### src/rtl/bc_io_pkg.sv
// Shared definitions for the accumulator I/O port: default character width,
// output-side state encoding and pointer/count width helpers.
package bc_io_pkg;

   localparam int CHAR_W_DEF = 8;

   typedef enum logic [0:0] {
      IDLE = 1'b0,
      SEND = 1'b1
   } out_state_e;

   // Pointer width for a power-of-two buffer; never narrower than one bit.
   function automatic int ptr_w(input int depth);
      return (depth > 32'sd1) ? $clog2(depth) : 32'sd1;
   endfunction

   // Count width has one extra bit so that "full" is representable.
   function automatic int cnt_w(input int depth);
      return $clog2(depth) + 32'sd1;
   endfunction

endpackage

### src/rtl/io_flag_port_if.sv
// Bundle of keyboard-side, printer-side and controller-side signals of the
// flag-driven I/O port; slave is the port itself, master is its environment.
interface io_flag_port_if #(
   parameter int CHAR_W = 8
) ();

   logic              dev_in_valid;
   logic [CHAR_W-1:0] dev_in_data;
   logic              dev_in_ready;
   logic              clr_fgi;
   logic [CHAR_W-1:0] inpr;
   logic              fgi;
   logic              ld_outr;
   logic [CHAR_W-1:0] ac_lo;
   logic              fgo;
   logic              dev_out_valid;
   logic [CHAR_W-1:0] dev_out_data;
   logic              dev_out_ready;

   modport slave (
      input  dev_in_valid, dev_in_data, clr_fgi, ld_outr, ac_lo, dev_out_ready,
      output dev_in_ready, inpr, fgi, fgo, dev_out_valid, dev_out_data
   );

   modport master (
      output dev_in_valid, dev_in_data, clr_fgi, ld_outr, ac_lo, dev_out_ready,
      input  dev_in_ready, inpr, fgi, fgo, dev_out_valid, dev_out_data
   );

endinterface

### src/rtl/io_in_fifo.sv
// Input character buffer sitting behind INPR: power-of-two ring with wrapping
// pointers; a write while full is taken only when a read happens on the same edge.
module io_in_fifo
   import bc_io_pkg::*;
#(
   parameter int DATA_W = CHAR_W_DEF,
   parameter int DEPTH  = 4
) (
   input  logic                      clk,
   input  logic                      rst,
   input  logic                      wr_en,
   input  logic [DATA_W-1:0]         wr_data,
   input  logic                      rd_en,
   output logic [DATA_W-1:0]         rd_data,
   output logic [cnt_w(DEPTH)-1:0]   count,
   output logic                      empty,
   output logic                      full
);

   localparam int PTR_W = ptr_w(DEPTH);
   localparam int CNT_W = cnt_w(DEPTH);

   logic [DATA_W-1:0] mem_r [DEPTH];
   logic [PTR_W-1:0]  wr_ptr_r;
   logic [PTR_W-1:0]  rd_ptr_r;
   logic [CNT_W-1:0]  count_r;
   logic              do_wr_s;
   logic              do_rd_s;

   assign empty   = (count_r == CNT_W'(0));
   assign full    = (count_r == CNT_W'(DEPTH));
   assign do_rd_s = rd_en && !empty;
   assign do_wr_s = wr_en && (!full || do_rd_s);
   assign rd_data = mem_r[rd_ptr_r];
   assign count   = count_r;

   // Pointer and occupancy bookkeeping.
   always_ff @(posedge clk or posedge rst) begin
      if (rst) begin
         wr_ptr_r <= PTR_W'(0);
         rd_ptr_r <= PTR_W'(0);
         count_r  <= CNT_W'(0);
      end else begin
         if (do_wr_s) begin
            wr_ptr_r <= wr_ptr_r + PTR_W'(1);
         end
         if (do_rd_s) begin
            rd_ptr_r <= rd_ptr_r + PTR_W'(1);
         end
         case ({do_wr_s, do_rd_s})
            2'b10:   count_r <= count_r + CNT_W'(1);
            2'b01:   count_r <= count_r - CNT_W'(1);
            default: count_r <= count_r;
         endcase
      end
   end

   // Storage array; contents are don't-care until written.
   always_ff @(posedge clk) begin
      if (do_wr_s) begin
         mem_r[wr_ptr_r] <= wr_data;
      end
   end

endmodule

### src/rtl/io_flag_port.sv
// Flag-handshake I/O port (FGI/INPR input side, FGO/OUTR output side).
// Optional printer-to-keyboard loopback is enabled by IO_FLAG_PORT_LOOPBACK_EN.
module io_flag_port
   import bc_io_pkg::*;
#(
   parameter int CHAR_W   = CHAR_W_DEF,
   parameter int IN_DEPTH = 4
) (
   input  logic          clk,
   input  logic          rst,
`ifdef IO_FLAG_PORT_LOOPBACK_EN
   input  logic          lb_mode,
`endif
   io_flag_port_if.slave bus
);

   localparam int CNT_W = cnt_w(IN_DEPTH);

   out_state_e        state_r;
   out_state_e        state_nxt_s;
   logic [CHAR_W-1:0] outr_r;
   logic              outr_ld_s;
   logic [CHAR_W-1:0] inpr_r;
   logic [CHAR_W-1:0] inpr_nxt_s;
   logic              fgi_r;
   logic              fgi_nxt_s;
   logic [CHAR_W-1:0] fifo_head_s;
   logic [CNT_W-1:0]  fifo_count_s;
   logic              fifo_empty_s;
   logic              fifo_full_s;
   logic              fifo_wr_s;
   logic              fifo_rd_s;
   logic              pop_req_s;
   logic              space_s;
   logic              in_ready_s;
   logic              push_s;
   logic [CHAR_W-1:0] push_data_s;
   logic              direct_s;
   logic              lb_mode_s;
   logic              lb_push_s;

`ifdef IO_FLAG_PORT_LOOPBACK_EN
   assign lb_mode_s = lb_mode;
   assign lb_push_s = lb_mode && (state_r == SEND) && space_s;
`else
   assign lb_mode_s = 1'b0;
   assign lb_push_s = 1'b0;
`endif

   // A pop on the same edge frees a slot, so a full port can still accept.
   assign pop_req_s   = bus.clr_fgi && fgi_r;
   assign space_s     = !(fifo_full_s && fgi_r) || pop_req_s;
   assign in_ready_s  = !lb_mode_s && space_s;
   assign push_s      = lb_push_s || (bus.dev_in_valid && in_ready_s);
   assign push_data_s = lb_push_s ? outr_r : bus.dev_in_data;
   assign direct_s    = push_s && fifo_empty_s && (!fgi_r || pop_req_s);
   assign fifo_wr_s   = push_s && !direct_s;
   assign fifo_rd_s   = pop_req_s && !fifo_empty_s;

   io_in_fifo #(
      .DATA_W (CHAR_W),
      .DEPTH  (IN_DEPTH)
   ) u_in_fifo (
      .clk     (clk),
      .rst     (rst),
      .wr_en   (fifo_wr_s),
      .wr_data (push_data_s),
      .rd_en   (fifo_rd_s),
      .rd_data (fifo_head_s),
      .count   (fifo_count_s),
      .empty   (fifo_empty_s),
      .full    (fifo_full_s)
   );

   // Next INPR/FGI from direct loads, buffer pops and controller clears.
   always_comb begin
      inpr_nxt_s = inpr_r;
      fgi_nxt_s  = fgi_r;
      if (direct_s) begin
         inpr_nxt_s = push_data_s;
         fgi_nxt_s  = 1'b1;
      end else if (fifo_rd_s) begin
         inpr_nxt_s = fifo_head_s;
         fgi_nxt_s  = 1'b1;
      end else if (pop_req_s) begin
         fgi_nxt_s  = 1'b0;
      end else begin
         fgi_nxt_s  = fgi_r;
      end
   end

   // Input-side registers.
   always_ff @(posedge clk or posedge rst) begin
      if (rst) begin
         inpr_r <= {CHAR_W{1'b0}};
         fgi_r  <= 1'b0;
      end else begin
         inpr_r <= inpr_nxt_s;
         fgi_r  <= fgi_nxt_s;
      end
   end

   // Output FSM next state; loopback drains SEND into the input path instead.
   always_comb begin
      state_nxt_s = state_r;
      outr_ld_s   = 1'b0;
      case (state_r)
         IDLE: begin
            if (bus.ld_outr) begin
               state_nxt_s = SEND;
               outr_ld_s   = 1'b1;
            end else begin
               state_nxt_s = IDLE;
            end
         end
         SEND: begin
            if (lb_mode_s) begin
               state_nxt_s = space_s ? IDLE : SEND;
            end else if (bus.dev_out_ready) begin
               state_nxt_s = IDLE;
            end else begin
               state_nxt_s = SEND;
            end
         end
         default: state_nxt_s = IDLE;
      endcase
   end

   // Output FSM state and OUTR registers.
   always_ff @(posedge clk or posedge rst) begin
      if (rst) begin
         state_r <= IDLE;
         outr_r  <= {CHAR_W{1'b0}};
      end else begin
         state_r <= state_nxt_s;
         if (outr_ld_s) begin
            outr_r <= bus.ac_lo;
         end
      end
   end

   assign bus.dev_in_ready  = in_ready_s;
   assign bus.inpr          = inpr_r;
   assign bus.fgi           = fgi_r;
   assign bus.fgo           = (state_r == IDLE);
   assign bus.dev_out_valid = (state_r == SEND) && !lb_mode_s;
   assign bus.dev_out_data  = outr_r;

endmodule
### src/flat_wrapper.sv
// flat-port wrapper written by rule: the top's interface ports become plain ports
module io_flag_port_flat import bc_io_pkg::*;
#(
   parameter int CHAR_W   = CHAR_W_DEF,
   parameter int IN_DEPTH = 4
)
  (clk, rst, bus_dev_in_valid, bus_dev_in_data, bus_clr_fgi, bus_ld_outr, bus_ac_lo, bus_dev_out_ready, bus_dev_in_ready, bus_inpr, bus_fgi, bus_fgo, bus_dev_out_valid, bus_dev_out_data);
  io_flag_port_if #(.CHAR_W(CHAR_W)) bus_i ();
  input  logic clk;
  input  logic rst;
  input wire logic [$bits(bus_i.dev_in_valid)-1:0] bus_dev_in_valid;
  input wire logic [$bits(bus_i.dev_in_data)-1:0] bus_dev_in_data;
  input wire logic [$bits(bus_i.clr_fgi)-1:0] bus_clr_fgi;
  input wire logic [$bits(bus_i.ld_outr)-1:0] bus_ld_outr;
  input wire logic [$bits(bus_i.ac_lo)-1:0] bus_ac_lo;
  input wire logic [$bits(bus_i.dev_out_ready)-1:0] bus_dev_out_ready;
  output wire logic [$bits(bus_i.dev_in_ready)-1:0] bus_dev_in_ready;
  output wire logic [$bits(bus_i.inpr)-1:0] bus_inpr;
  output wire logic [$bits(bus_i.fgi)-1:0] bus_fgi;
  output wire logic [$bits(bus_i.fgo)-1:0] bus_fgo;
  output wire logic [$bits(bus_i.dev_out_valid)-1:0] bus_dev_out_valid;
  output wire logic [$bits(bus_i.dev_out_data)-1:0] bus_dev_out_data;
  assign bus_i.dev_in_valid = bus_dev_in_valid;
  assign bus_i.dev_in_data = bus_dev_in_data;
  assign bus_i.clr_fgi = bus_clr_fgi;
  assign bus_i.ld_outr = bus_ld_outr;
  assign bus_i.ac_lo = bus_ac_lo;
  assign bus_i.dev_out_ready = bus_dev_out_ready;
  assign bus_dev_in_ready = bus_i.dev_in_ready;
  assign bus_inpr = bus_i.inpr;
  assign bus_fgi = bus_i.fgi;
  assign bus_fgo = bus_i.fgo;
  assign bus_dev_out_valid = bus_i.dev_out_valid;
  assign bus_dev_out_data = bus_i.dev_out_data;
  io_flag_port #(.CHAR_W(CHAR_W), .IN_DEPTH(IN_DEPTH)) u_core (.clk(clk), .rst(rst), .bus(bus_i));
endmodule
### config.mk
export PLATFORM = sky130hd
export DESIGN_NAME = io_flag_port_flat
export DESIGN_NICKNAME = d
export VERILOG_FILES = /design/src/rtl/bc_io_pkg.sv /design/src/rtl/io_flag_port_if.sv /design/src/rtl/io_in_fifo.sv /design/src/rtl/io_flag_port.sv /design/src/flat_wrapper.sv
export SDC_FILE = /design/constraint.sdc
export NUM_CORES = 1
export LEC_CHECK = 0
export BUFFER_PORTS_ARGS = -buffer_cell sky130_fd_sc_hd__buf_2
export CORE_MARGIN = 4
export CORE_UTILIZATION = 55
export CTS_BUF_LIST = sky130_fd_sc_hd__clkbuf_8
export CTS_CLUSTER_SIZE = 20
export DETAILED_ROUTE_END_ITERATION = 16
export PLACE_DENSITY = 0.79
export SLEW_MARGIN = 40
export SYNTH_ARGS = -nofsm -noshare
export SYNTH_HDL_FRONTEND = slang
export SYNTH_SLANG_ARGS = --single-unit
export TNS_END_PERCENT = 30
### constraint.sdc
create_clock -name clk -period 5.98 [get_ports clk]
set_input_delay 0.598 -clock clk [delete_from_list [all_inputs] [get_ports clk]]
set_output_delay 0.598 -clock clk [all_outputs]
set_load 0.01 [all_outputs]
==> Yosys cells after proc, flatten, opt, wreduce, memory -nomap -nowiden <==
Memory sizes are Yosys's and may differ from the RTL's.
Index checks and enable logic that the tools add are counted.
{ "word_totals": {"n_memories": 1, "out_inout_bits": 20, "regBits": 25, "wordCells": 49, "mem_bits_rw": 32} }
{ "classes": {"addsub": 4, "n_eq_ne": 3, "reduce_logical": 21, "n_mux": 12, "n_bitwise": 1} }
{ "memory_table": {"columns": ["name", "words", "word_bits", "read_ports", "rd_clocked_by_memory_dff", "write_ports", "line", "rtl"], "rows": [
  ["u_core.u_in_fifo.mem_r", 4, 8, 1, 0, 1, "io_in_fifo.sv:23", "logic [DATA_W-1:0] mem_r [DEPTH];"]
]} }
{ "ops": {"columns": ["op", "count"], "rows": [
  ["$mux W8", 2],
  ["$logic_and A1 B1 Y1", 9],
  ["$mux W1", 8],
  ["$pmux W3 S2", 1],
  ["$logic_not A1 Y1", 5],
  ["$add A2 B1 Y2 const B", 2],
  ["$reduce_bool A2 Y1", 2],
  ["$add A3 B1 Y3 const B", 1],
  ["$eq A3 B3 Y1 const B", 1],
  ["$logic_not A3 Y1", 1],
  ["$logic_or A1 B1 Y1", 3],
  ["$reduce_bool A3 Y1", 1],
  ["$sub A3 B1 Y3 const B", 1],
  ["$eq A2 B1 Y1 const B", 1],
  ["$eq A2 B2 Y1 const B", 1],
  ["$pmux W1 S2", 1],
  ["$not A1 Y1", 1]
]} }

==> Logic depth before layout (Yosys ltp) <==
Gate-level depths: netlist (run 1).
{ "depth": {"word_depth": 12, "ltp_mapped": 10} }

==> Hierarchy <==
From an unflattened synthesis (run 1), not the netlist that was laid out.
{ "unflattened": {"cells_unflattened": 152, "area_unflattened_um2": 2452.4} }
{ "by_module_without_submodules": {"columns": ["module", "area_each_um2", "seq_area_each_um2", "cells_each", "n_inst"], "rows": [
  ["io_in_fifo", 1674.1, 1136.1, 96, 1],
  ["io_flag_port", 778.2, 450.4, 56, 1]
]} }

==> Least setup slack after synthesis (run 1) <==
No wires, ideal clock.
{ "synth_path": {"kind": "input port to flip-flop", "from": "input port bus_clr_fgi", "to": "register u_core.u_in_fifo.count_r[2] (netlist: u_core.u_in_fifo.count[2])", "required_time_ps": 5901, "cell_stages": 9, "arrival_ps": 1960, "path_slack_ps": 3941, "path_cell_list": "nand2_1 nor2_2 buf_2 ha_1 inv_1 fa_1 xor2_1 nor2_1 xor2_1"} }
{ "synth_via": {"elab_cells_between_ends": 16, "cone_classes": "eq/ne: 2; mux: 1; reduce/logical: 13"} }
{ "synth_rtl": {"columns": ["item", "line", "rtl"], "rows": [
  ["start: declaration", "flat_wrapper.sv:13", "input wire logic [$bits(bus_i.clr_fgi)-1:0] bus_clr_fgi;"],
  ["$logic_and A1 B1 Y1 *", "io_flag_port.sv:51", "assign pop_req_s = bus.clr_fgi && fgi_r;"],
  ["$logic_and A1 B1 Y1 *", "io_flag_port.sv:58", "assign fifo_rd_s = pop_req_s && !fifo_empty_s;"],
  ["$logic_and A1 B1 Y1 *", "io_in_fifo.sv:32", "assign do_rd_s = rd_en && !empty;"],
  ["named net u_core.u_in_fifo.do_rd_s", "io_in_fifo.sv:28", "logic do_rd_s;"],
  ["$logic_or A1 B1 Y1", "io_in_fifo.sv:33", "assign do_wr_s = wr_en && (!full || do_rd_s);"],
  ["$logic_and A1 B1 Y1", "io_in_fifo.sv:33", null],
  ["$eq A2 B1 Y1 / $eq A2 B2 Y1 (equally long branches)", "io_in_fifo.sv:50", "case ({do_wr_s, do_rd_s})"],
  ["$pmux W3 S2 / $reduce_bool A2 Y1 (equally long branches)", null, null],
  ["end signal: assignment", "io_in_fifo.sv:51", "2'b10: count_r <= count_r + CNT_W'(1);"],
  ["end signal: assignment", "io_in_fifo.sv:52", "2'b01: count_r <= count_r - CNT_W'(1);"],
  ["end signal: assignment", "io_in_fifo.sv:53", "default: count_r <= count_r;"],
  ["end: declaration", "io_in_fifo.sv:26", "logic [CNT_W-1:0] count_r;"]
]} }
Mark *: on every way through the listed nets, which the timed path passes. The rest lies on a longest branch.
A chain may end at the register's enable or synchronous reset.

==> Worst setup path in the final report (run 1) <==
{ "layout_path": {"from": "register u_core.u_in_fifo.count_r[2] (netlist: u_core.u_in_fifo.count[2])", "to": "register u_core.u_in_fifo.count_r[2] (netlist: u_core.u_in_fifo.count[2])"} }
{ "layout_via": {"elab_chain_cells": 12, "elab_cells_between_ends": 22, "cone_classes": "add/sub: 2; eq/ne: 3; mux: 1; reduce/logical: 16"} }
{ "layout_lines": {"columns": ["item", "line", "rtl"], "rows": [
  ["$eq A3 B3 Y1", "io_in_fifo.sv:31", "assign full = (count_r == CNT_W'(DEPTH));"],
  ["$logic_and A1 B1 Y1", "io_flag_port.sv:52", "assign space_s = !(fifo_full_s && fgi_r) || pop_req_s;"],
  ["$logic_not A1 Y1", "io_flag_port.sv:52", null],
  ["$logic_or A1 B1 Y1", "io_flag_port.sv:52", null],
  ["$logic_and A1 B1 Y1", "io_flag_port.sv:54", "assign push_s = lb_push_s || (bus.dev_in_valid && in_ready_s);"],
  ["$logic_and A1 B1 Y1 (2 in series)", "io_flag_port.sv:56", "assign direct_s = push_s && fifo_empty_s && (!fgi_r || pop_req_s);"],
  ["$logic_not A1 Y1", "io_flag_port.sv:57", "assign fifo_wr_s = push_s && !direct_s;"],
  ["$logic_and A1 B1 Y1", "io_flag_port.sv:57", null],
  ["$logic_and A1 B1 Y1", "io_in_fifo.sv:33", null],
  ["$eq A2 B1 Y1 / $eq A2 B2 Y1 (equally long branches)", "io_in_fifo.sv:50", null],
  ["$pmux W3 S2 / $reduce_bool A2 Y1 (equally long branches)", null, null]
]} }
Parallel ways exist; a longest one is shown, timed or not.

==> flow_metrics.py, run 1 <==
metrics = {
    "synth": {
        "synth_cell_type_count": 28,
        "synthCells": 137,
        "synthArstFlopShare_pct": 43.9,
        "syn-cell-area_sq_um": 2340,
        "yosys_most_used_dff": "edfxtp_1",
        "yosysSeqAreaShare_pct": 67.8,
        "yosysWarnings": 0,
        "syn-num-nets": 165,
        "synth_edf_count": 32,
        "syn_area_per_cell_sq_um": 17.1,
        "ys_seq_elements": 57,
    },
    "cells_and_area": {
        "nets": 212,
        "drive_gt1_share_pct": 40.7,
        "nFillCells": 274,
        "n_antenna_cell": 0,
        "syn2layout_area_growth_pct": 19.1,
        "instances_no_fill": 239,
    },
    "placement": {
        "place_inst": 223,
        "portBuffers": 41,
        "routabilityCongestion": 0.804,
        "dp_hpwl_um": 2900,
        "dpl_worst_slack_ps": 3510,
    },
    "critical_path": {
        "crit_type": "register to register",
        "cp_cell_sequence": "nor3_2, nor2_2, ha_1, inv_1, fa_1, xor2_1, nor2_1, xor2_1",
        "max_stage_delay_ps": 480,
        "cp.required_ps": 6220,
        "start_kind": "register",
        "cp_top_family": "simple AND/OR/NAND/NOR gates",
        "cp_common_cell": "xor2_1",
        "arrival_ps": 2460,
        "endpoint_kind": "register",
        "worst-path-buf-inv": 1,
        "crit_slowest_cell": "nor2_2",
        "path_max_fanout": 12,
    },
    "worst_hold_path": {
        "hold_path_class": "input pin to asynchronous set/reset pin",
    },
    "power_and_ir_drop": {
        "power_density_nw_per_um2": 495,
        "power_mw": 1.38,
        "p_leak_nw": 1.21,
        "peakVddDrop_uv": 231,
    },
    "timing": {
        "rsz0062_at_grt": "false",
        "tns_ps": 0,
        "period_minus_slack_ps": 2220,
        "worst_slack_ps": 3760,
        "finalHoldViolations": 0,
        "post-route-period-util_pct": 37.0,
        "setup_viol": 0,
        "timing.hold.ws_ps": 307,
        "slew_viol_final": 0,
        "timing.fmax_mhz": 451,
        "worst_slew_pin_slew_ps": 689,
        "fin_skew_ps": 10.9,
        "maxSlewHeadroom_pct": 54.0,
    },
    "global_route": {
        "globalRouteTotalUtil_pct": 18.1,
        "gr-total-overflow": 0,
        "antenna_found_initial": 0,
        "grt_max_degree": 26,
        "grt_pass1_vias": 1420,
        "grt_pass1_wl_um": 6900,
    },
    "die": {
        "io_pins": 42,
        "die_y_um": 73.2,
        "die_w_um": 73.2,
        "dieArea_sq_um": 5360,
        "core-area_sq_um": 4060,
        "floorplan.initialDensity_pct": 57.6,
        "rows": 23,
    },
    "routing": {
        "drc_errors": 0,
        "drtPass1Iterations": 4,
        "drt_iter0_drc": 67,
        "drt-wirelength-per-cell_um": 17.6,
        "wl_um": 4220,
        "dr_total_vias": 1307,
        "ant_nets": 0,
        "via_per_inst": 5.47,
    },
    "clocking": {
        "clock_latency_ps": 330,
        "cts_root_buf": "clkbuf_8",
        "cts_resized": 0,
        "htreeDepth": 3,
        "cts_made_buffers": 9,
        "cts_tree": "built",
        "cts_hold_buffers": 0,
        "post-cts-setup-buffers": 0,
        "clk_pin_slew_worst_paths_ps": 70,
        "clock_path_buffers": 2,
        "cts.sinks": 57,
    },
    "run_status": {
        "status": "finished clean",
    },
    "job": {
        "maxCapViolations": 0,
    },
}
## area by class of cell
type	instances	area, sq um	area share [%]
inverters	8	30.0	1.08
clock inverters	7	86.3	3.10
flip-flops and latches	57	1590	57.0
clock buffers	9	124	4.45
repair buffers	41	205	7.37
well taps	50	62.6	2.25
multi-input cells	67	691	24.8
## power by group
group / internal (mW) / switching, mW
clock: 0.231 / 0.149
combinational: 0.198 / 0.181
sequential: 0.534 / 0.0851
total: 0.963 / 0.415
## Yosys cell counts (all sizes together), types with 3 or more instances
| master | number | area [sq um] |
|---|---|---|
| nand2 | 4 | 15.0 |
| xor2 | 3 | 26.3 |
| mux2 | 9 | 101 |
| and2 | 4 | 25.0 |
| a22o | 9 | 78.8 |
| buf | 4 | 27.5 |
| edfxtp | 32 | 961 |
| dfrtp | 25 | 626 |
| xnor2 | 4 | 35.0 |
| a21o | 8 | 60.1 |
| nor2 | 4 | 20.0 |
| ha | 5 | 62.6 |
| inv | 8 | 30.0 |
| mux4 | 8 | 180 |
## state kept, by name (all words and copies together) (netlist names)
signal                     flops
u_core.bus.dev_out_valid       1
u_core.u_in_fifo.wr_ptr_r      2
u_core.bus.dev_out_data        8
u_core.bus.fgi                 1
u_core.u_in_fifo.count         3
u_core.u_in_fifo.mem_r        32
u_core.bus.inpr                8
u_core.u_in_fifo.rd_ptr_r      2
## cells in the final DEF (no fill, tap or decap)
| cell type | netlist | layout |
|---|---|---|
| clkinv_4 | 0 | 1 |
| and2_1 | 4 | 4 |
| xnor2_1 | 4 | 4 |
| mux2i_1 | 1 | 1 |
| a21o_1 | 8 | 8 |
| clkbuf_8 | 0 | 9 |
| buf_2 | 1 | 41 |
| inv_1 | 8 | 8 |
| nand2b_1 | 1 | 1 |
| nor2b_1 | 1 | 1 |
| clkinv_1 | 0 | 1 |
| a21boi_2 | 1 | 1 |
| nand4b_1 | 1 | 1 |
| nand2_1 | 4 | 4 |
| xor2_1 | 3 | 3 |
| inv_2 | 0 | 1 |
| nor2_2 | 2 | 2 |
| dfrtp_1 | 25 | 25 |
| mux4_2 | 8 | 8 |
| clkinv_2 | 0 | 2 |
| a22o_1 | 9 | 9 |
| and3_1 | 1 | 1 |
| ha_1 | 5 | 5 |
| bufinv_16 | 0 | 2 |
| nor2_1 | 2 | 2 |
| edfxtp_1 | 32 | 32 |
| nor3_2 | 1 | 1 |
| fa_1 | 1 | 1 |
| o21bai_1 | 1 | 1 |
| mux2_2 | 9 | 9 |
## worst paths after layout
check,from,end,slack (ps),cells after the start
max,u_core.u_in_fifo.count[2]$_DFFE_PP0P_,u_core.u_in_fifo.count[2]$_DFFE_PP0P_,3760,8
max in group asynchronous,rst,u_core.u_in_fifo.count[2]$_DFFE_PP0P_,5300,2
min in group clk,bus_dev_out_ready,u_core.bus.dev_out_valid$_DFF_PP0_,450,2
min reg2reg,u_core.bus.inpr[7]$_DFFE_PP0P_,u_core.bus.inpr[7]$_DFFE_PP0P_,470,1
max reg2reg,u_core.u_in_fifo.count[2]$_DFFE_PP0P_,u_core.u_in_fifo.count[2]$_DFFE_PP0P_,3760,8
min,rst,u_core.bus.inpr[6]$_DFFE_PP0P_,310,2
## metrics by stage
stage	util [%]	cell area [sq um]
floorplan	-	2340
global placement	63.5	2570
detailed placement	63.5	2570
CTS	68.6	2790
global route	68.6	2790
finish	68.6	2790
## metal layers
| layer | vias up | part of all wire (%) | routed length (um) | global-route usage [%] |
|---|---|---|---|---|
| met2 | 35 | 53 | 2220 | 30.0 |
| met1 | 659 | 40 | 1670 | 21.3 |
| met3 | 11 | 5.3 | 225 | 5.10 |
| met5 | - | 0 | 0 | 0 |
| li1 | 602 | - | - | - |
| met4 | 0 | 2.4 | 102 | 9.84 |
## cells by family (layout without fill, tap and decap cells)
group / Yosys count / in the layout / synth area share (%)
muxes: 18 / 18 / 12.5
buffers and inverters: 13 / 65 / 2.62
adders and majority gates: 6 / 6 / 3.53
DFF: 57 / 57 / 67.8
AOI/OAI and AO/OA: 19 / 19 / 6.74
xor gates and xnor gates: 7 / 7 / 2.62
and+or+nand+nor: 17 / 17 / 4.17
Note: power is estimated with default switching activity, not from simulation.
==> run 2, diff against run 1 <==
Clock period 5.98 ns to 2.3 ns, I/O delays scaled along.
==> run 2 against run 1 <==
Against the previous run: sequential share of layout area fell by 0.051 points; final cell count rose by 0.84%; clock-buffer cell count rose by 1; total power rose to 2.5 times the previous value; routed wire length fell by 4.6%; maximum frequency rose by 8.8%; register-to-register slack got worse by 3500 ps; critical path type unchanged; largest power group unchanged.
==> flow_metrics.py, run 2 (synthesized netlist as in run 1, its figures left out) <==
metrics = {
    "run_status": {
        "status": "finished clean",
    },
    "die": {
        "io_pins": 42,
        "core-area_sq_um": 4060,
        "rows": 23,
        "die_y_um": 73.2,
        "dieArea_sq_um": 5360,
        "die_w_um": 73.2,
        "floorplan.initialDensity_pct": 57.6,
    },
    "power_and_ir_drop": {
        "internal_power_mw": 2.43,
        "power_density_nw_per_um2": 1260,
        "p_sw_share_pct": 30.5,
        "p_leak_nw": 1.21,
        "peakVddDrop_uv": 585,
        "clock_power_share_pct": 25.8,
        "p_seq_share_pct": 45.9,
        "p_switching_mw": 1.07,
        "comb_power_share_pct": 28.4,
    },
    "timing": {
        "period_minus_slack_ps": 2040,
        "rsz0062_at_grt": "false",
        "slew_viol_final": 0,
        "maxSlewHeadroom_pct": 50.3,
        "setup_viol": 0,
        "finalHoldViolations": 0,
        "worst_slack_ps": 265,
        "worst_slew_pin_slew_ps": 744,
        "timing.fmax_mhz": 491,
        "tns_ps": 0,
        "fin_skew_ps": 10.4,
        "post-route-period-util_pct": 88.5,
    },
    "routing": {
        "wl_um": 4030,
        "drt-wirelength-per-cell_um": 16.7,
        "dr_total_vias": 1292,
        "drt_iter0_drc": 58,
        "drtPass1Iterations": 4,
        "drc_errors": 0,
        "via_per_inst": 5.36,
        "ant_nets": 0,
    },
    "critical_path": {
        "r2r_start": "u_core.u_in_fifo.count[2]$_DFFE_PP0P_",
        "endpoint_kind": "register",
        "path_max_fanout": 7,
        "regToRegSetupSlack_ps": 260,
        "crit_type": "register to register",
        "arrival_ps": 2240,
        "crit_start": "u_core.u_in_fifo.count[2]$_DFFE_PP0P_",
        "cp.required_ps": 2500,
        "start_kind": "register",
        "rr_worst_depth": 10,
        "reg2reg_to": "u_core.u_in_fifo.count[2]$_DFFE_PP0P_",
        "endpoint": "u_core.u_in_fifo.count[2]$_DFFE_PP0P_",
    },
    "global_route": {
        "antenna_found_initial": 0,
        "globalRouteTotalUtil_pct": 17.0,
        "grt_pass1_vias": 1346,
        "grt_pass1_wl_um": 6560,
        "grt_max_degree": 26,
        "gr-total-overflow": 0,
    },
    "cells_and_area": {
        "drive_gt1_share_pct": 41.9,
        "nets": 214,
        "regMostFlops": "u_core.u_in_fifo.mem_r",
        "layout_commonest_cell": "buf_2",
        "final_cell_mix": "buf_2, edfxtp_1, dfrtp_1",
        "n_antenna_cell": 0,
        "largest_register_ff_count": 32,
        "syn2layout_area_growth_pct": 19.2,
    },
    "clocking": {
        "clock_latency_ps": 320,
        "clock_path_buffers": 2,
        "cts_root_buf": "clkbuf_8",
        "cts_hold_buffers": 1,
        "htreeDepth": 3,
        "post-cts-setup-buffers": 0,
        "clk_pin_slew_worst_paths_ps": 60,
        "cts_resized": 0,
        "cts.sinks": 57,
        "cts_tree": "built",
        "cts_made_buffers": 9,
    },
    "placement": {
        "portBuffers": 41,
        "routabilityCongestion": 0.713,
        "dpl_worst_slack_ps": 267,
        "dp_hpwl_um": 2780,
    },
    "worst_hold_path": {
        "hold_path_class": "input pin to register",
    },
    "job": {
        "maxCapViolations": 0,
    },
}
## run 2: cell type report
cell class                      instances  area, sq um
Sequential cell                        57         1590
Fill cell                             274         1270
Multi-Input combinational cell         67          691
Timing Repair Buffer                   43          223
Clock buffer                           10          138
Tap cell                               50         62.6
Clock inverter                          6         57.6
Inverter                                8         30.0
## run 2: stage by stage
step / power [mW] / utilization, % / std cells / cell area, sq um / hold WS [ps]
after floorplan: 2.34 / - / 137 / 2340 / 257
after global placement: 2.56 / 63.6 / 224 / 2580 / 407
after detailed placement: 2.64 / 63.6 / 224 / 2580 / 304
after CTS: 3.54 / 68.7 / 241 / 2790 / 68.6
after global routing: 3.70 / 68.7 / 241 / 2790 / 76.1
final: 3.50 / 68.7 / 241 / 2790 / 77.3
## run 2: worst min-delay path by stage
stage / from / slack [ps] / cells past startpoint / to
2_1_floorplan: rst / 260 / 1 / u_core.bus.dev_out_data[0]$_DFFE_PP0P_
3_3_place_gp: bus_dev_out_ready / 410 / 2 / u_core.bus.dev_out_valid$_DFF_PP0_
3_5_place_dp: rst / 300 / 2 / u_core.bus.dev_out_valid$_DFF_PP0_
4_1_cts: bus_dev_out_ready / 70 / 2 / u_core.bus.dev_out_valid$_DFF_PP0_
5_1_grt: bus_dev_out_ready / 80 / 2 / u_core.bus.dev_out_valid$_DFF_PP0_
6_report: bus_dev_out_ready / 80 / 2 / u_core.bus.dev_out_valid$_DFF_PP0_
## run 2: layer usage
metal / track usage [%] / part of all wire [%] / up-vias
met3: 4.41 / 6.1 / 6
met5: 0 / 0 / -
li1: - / - / 604
met4: 9.84 / 1.2 / 0
met2: 27.7 / 54 / 39
met1: 20.3 / 39 / 643
## run 2: power groups by stage
stage,clock network [mW],logic (mW),registers (mW)
2_1_floorplan,0,0.755,1.58
3_3_place_gp,0,0.959,1.60
3_5_place_dp,0,1.01,1.63
4_1_cts,0.916,1.02,1.61
5_1_grt,0.962,1.10,1.65
6_report,0.902,0.992,1.60
## run 2: worst max-delay path, stage by stage, from the launching register on
cell	delay [ps]
dfrtp_1	440
xnor2_1	200
nand2_1	90
a21boi_2	290
inv_1	90
ha_1	230
inv_1	70
fa_1	170
xor2_1	140
nor2_1	60
xor2_1	140
==> run 3, diff against run 2 <==
Settings changed: CORE_ASPECT_RATIO from default to 1.2.
==> run 3 against run 2 <==
Against the previous run: register-to-register slack got worse by 20 ps; flip-flop and latch count did not move; first-iteration DRC count fell by 31%; clock power rose by 0.7%; hold slack improved by 1.1 ps.
==> flow_metrics.py, run 3 (synthesized netlist as in run 1, its figures left out) <==
metrics = {
    "clocking": {
        "cts_root_buf": "clkbuf_8",
        "cts_tree": "built",
        "clock_path_buffers": 2,
        "clk_pin_slew_worst_paths_ps": 60,
        "cts.sinks": 57,
        "cts_made_buffers": 9,
        "cts_resized": 0,
        "htreeDepth": 3,
        "clock_latency_ps": 330,
    },
    "timing": {
        "setup_viol": 0,
        "timing.fmax_mhz": 487,
        "post-route-period-util_pct": 89.3,
        "slew_viol_final": 0,
        "maxSlewHeadroom_pct": 56.5,
        "fin_skew_ps": 5.80,
        "rsz0062_at_grt": "false",
        "period_minus_slack_ps": 2050,
        "worst_slew_pin_slew_ps": 651,
        "finalHoldViolations": 0,
        "timing.hold.ws_ps": 78.4,
        "tns_ps": 0,
    },
    "worst_hold_path": {
        "hold_end": "u_core.bus.dev_out_valid$_DFF_PP0_",
        "hp-start": "bus_dev_out_ready",
        "hold_path_class": "input pin to register",
        "min_path_cells": 2,
    },
    "critical_path": {
        "reg2reg_to": "u_core.u_in_fifo.count[2]$_DFFE_PP0P_",
        "rr_worst_depth": 10,
        "start_kind": "register",
        "path_max_fanout": 7,
        "arrival_ps": 2260,
        "endpoint_kind": "register",
        "worst-path-buf-inv": 2,
        "crit_type": "register to register",
        "max_stage_delay_ps": 440,
        "cp_top_family": "XOR/XNOR gates",
        "cp.required_ps": 2510,
        "crit_slowest_cell": "dfrtp_1",
        "cp_cell_sequence": "xnor2_1, nand2_1, a21boi_2, inv_1, ha_1, inv_1, fa_1, xor2_1, nor2_1, xor2_1",
        "r2r_start": "u_core.u_in_fifo.count[2]$_DFFE_PP0P_",
        "regToRegSetupSlack_ps": 250,
    },
    "routing": {
        "drc_errors": 0,
        "via_per_inst": 5.42,
        "dr_total_vias": 1329,
        "ant_nets": 0,
        "wl_met3_um": 347,
        "drtPass1Iterations": 4,
        "top_layer_used": "met4",
        "drt-wirelength-per-cell_um": 16.8,
        "drt_iter0_drc": 40,
        "wl_um": 4110,
        "dr_wl_met2_um": 2160,
        "wl_met1_um": 1520,
    },
    "die": {
        "die_y_um": 79.4,
        "io_pins": 42,
        "rows": 25,
        "core-area_sq_um": 4040,
        "floorplan.initialDensity_pct": 58.0,
        "dieArea_sq_um": 5360,
        "die_w_um": 67.5,
    },
    "cells_and_area": {
        "regMostFlops": "u_core.u_in_fifo.mem_r",
        "nets": 214,
        "final_cell_mix": "buf_2, edfxtp_1, dfrtp_1",
        "drive_gt1_share_pct": 40.3,
        "fin_area_sq_um": 2800,
        "layout_commonest_cell": "buf_2",
        "largest_register_ff_count": 32,
        "n_antenna_cell": 0,
        "syn2layout_area_growth_pct": 19.5,
    },
    "job": {
        "maxCapViolations": 0,
    },
    "global_route": {
        "grt_pass1_wl_um": 6510,
        "globalRouteTotalUtil_pct": 17.7,
        "antenna_found_initial": 0,
        "gr-total-overflow": 0,
        "grt_pass1_vias": 1302,
        "grt_max_degree": 26,
    },
    "power_and_ir_drop": {
        "peakVddDrop_uv": 808,
        "power_density_nw_per_um2": 1260,
        "p_leak_nw": 1.21,
    },
    "placement": {
        "routabilityCongestion": 0.723,
        "dpl_cell_area_sq_um": 2590,
        "portBuffers": 41,
        "dp_hpwl_um": 2900,
    },
    "run_status": {
        "status": "finished clean",
    },
}
[run 3: changes by cell type in the layout (fill, tap and decap cells not counted)]
| cell | delta |
|---|---|
| clkinv_2 | -3 |
| inv_1 | +2 |
| clkbuf_8 | +1 |
| clkinv_1 | +1 |
| clkinvlp_4 | -1 |
[run 3: cell type report]
cell class	count	area, sq um
inverter	8	30.0
timing repair buffer	43	223
fill	278	1240
tap	54	67.6
multi-input combinational	67	691
clock buffer	11	151
sequential	57	1590
clock inverter	5	46.3
[run 3: worst reg2reg max path, stage by stage (launching register included)]
cell and delay [ps]:
dfrtp_1 440, xnor2_1 200, nand2_1 90, a21boi_2 280
inv_1 90, ha_1 230, inv_1 70, fa_1 170
xor2_1 150, nor2_1 70, xor2_1 140
[run 3: per-layer routing]
| metal | GRT usage, % | vias up |
|---|---|---|
| met5 | 0 | - |
| met3 | 8.17 | 8 |
| met4 | 8.52 | 0 |
| met2 | 28.5 | 57 |
| met1 | 19.3 | 661 |
| li1 | - | 603 |
[run 3: timing repair]
action / CTS / global route
hold endpoints to repair: 25 / 0
hold buffers: 1 / 0
endpoints found under the setup margin: 0 / 0
setup buffers: 0 / 0
[run 3: metrics by stage]
| stage | instances | setup WS, ps | utilization, % | power, mW |
|---|---|---|---|---|
| 6_report | 245 | 246 | 69.3 | 3.52 |
| 5_1_grt | 245 | 127 | 69.3 | 3.75 |
| 4_1_cts | 245 | 262 | 69.3 | 3.57 |
| 2_1_floorplan | 137 | 393 | - | 2.34 |
| 3_5_place_dp | 228 | 278 | 64.1 | 2.66 |
| 3_3_place_gp | 228 | 404 | 64.1 | 2.57 |
[run 3: report_power, final]
part	total, mW	leakage, nW	switching (mW)	internal [mW]
Combinational	0.999	0.515	0.475	0.524
Clock	0.908	0.109	0.363	0.545
Sequential	1.62	0.590	0.228	1.39
Total	3.52	1.21	1.07	2.46
[run 3: worst max path at each step]
stage                                                      from                                    end  slack, ps  depth (start not counted)
after floorplan                      u_core.bus.fgi$_DFFE_PP0P_  u_core.u_in_fifo.count[2]$_DFFE_PP0P_        390                          9
after global placement    u_core.u_in_fifo.count[2]$_DFFE_PP0P_  u_core.u_in_fifo.count[2]$_DFFE_PP0P_        400                         10
after detailed placement  u_core.u_in_fifo.count[2]$_DFFE_PP0P_  u_core.u_in_fifo.count[2]$_DFFE_PP0P_        280                         10
after CTS                 u_core.u_in_fifo.count[2]$_DFFE_PP0P_  u_core.u_in_fifo.count[1]$_DFFE_PP0P_        260                          8
after global routing      u_core.u_in_fifo.count[2]$_DFFE_PP0P_  u_core.u_in_fifo.count[1]$_DFFE_PP0P_        130                          8
final                     u_core.u_in_fifo.count[2]$_DFFE_PP0P_  u_core.u_in_fifo.count[2]$_DFFE_PP0P_        250                         10
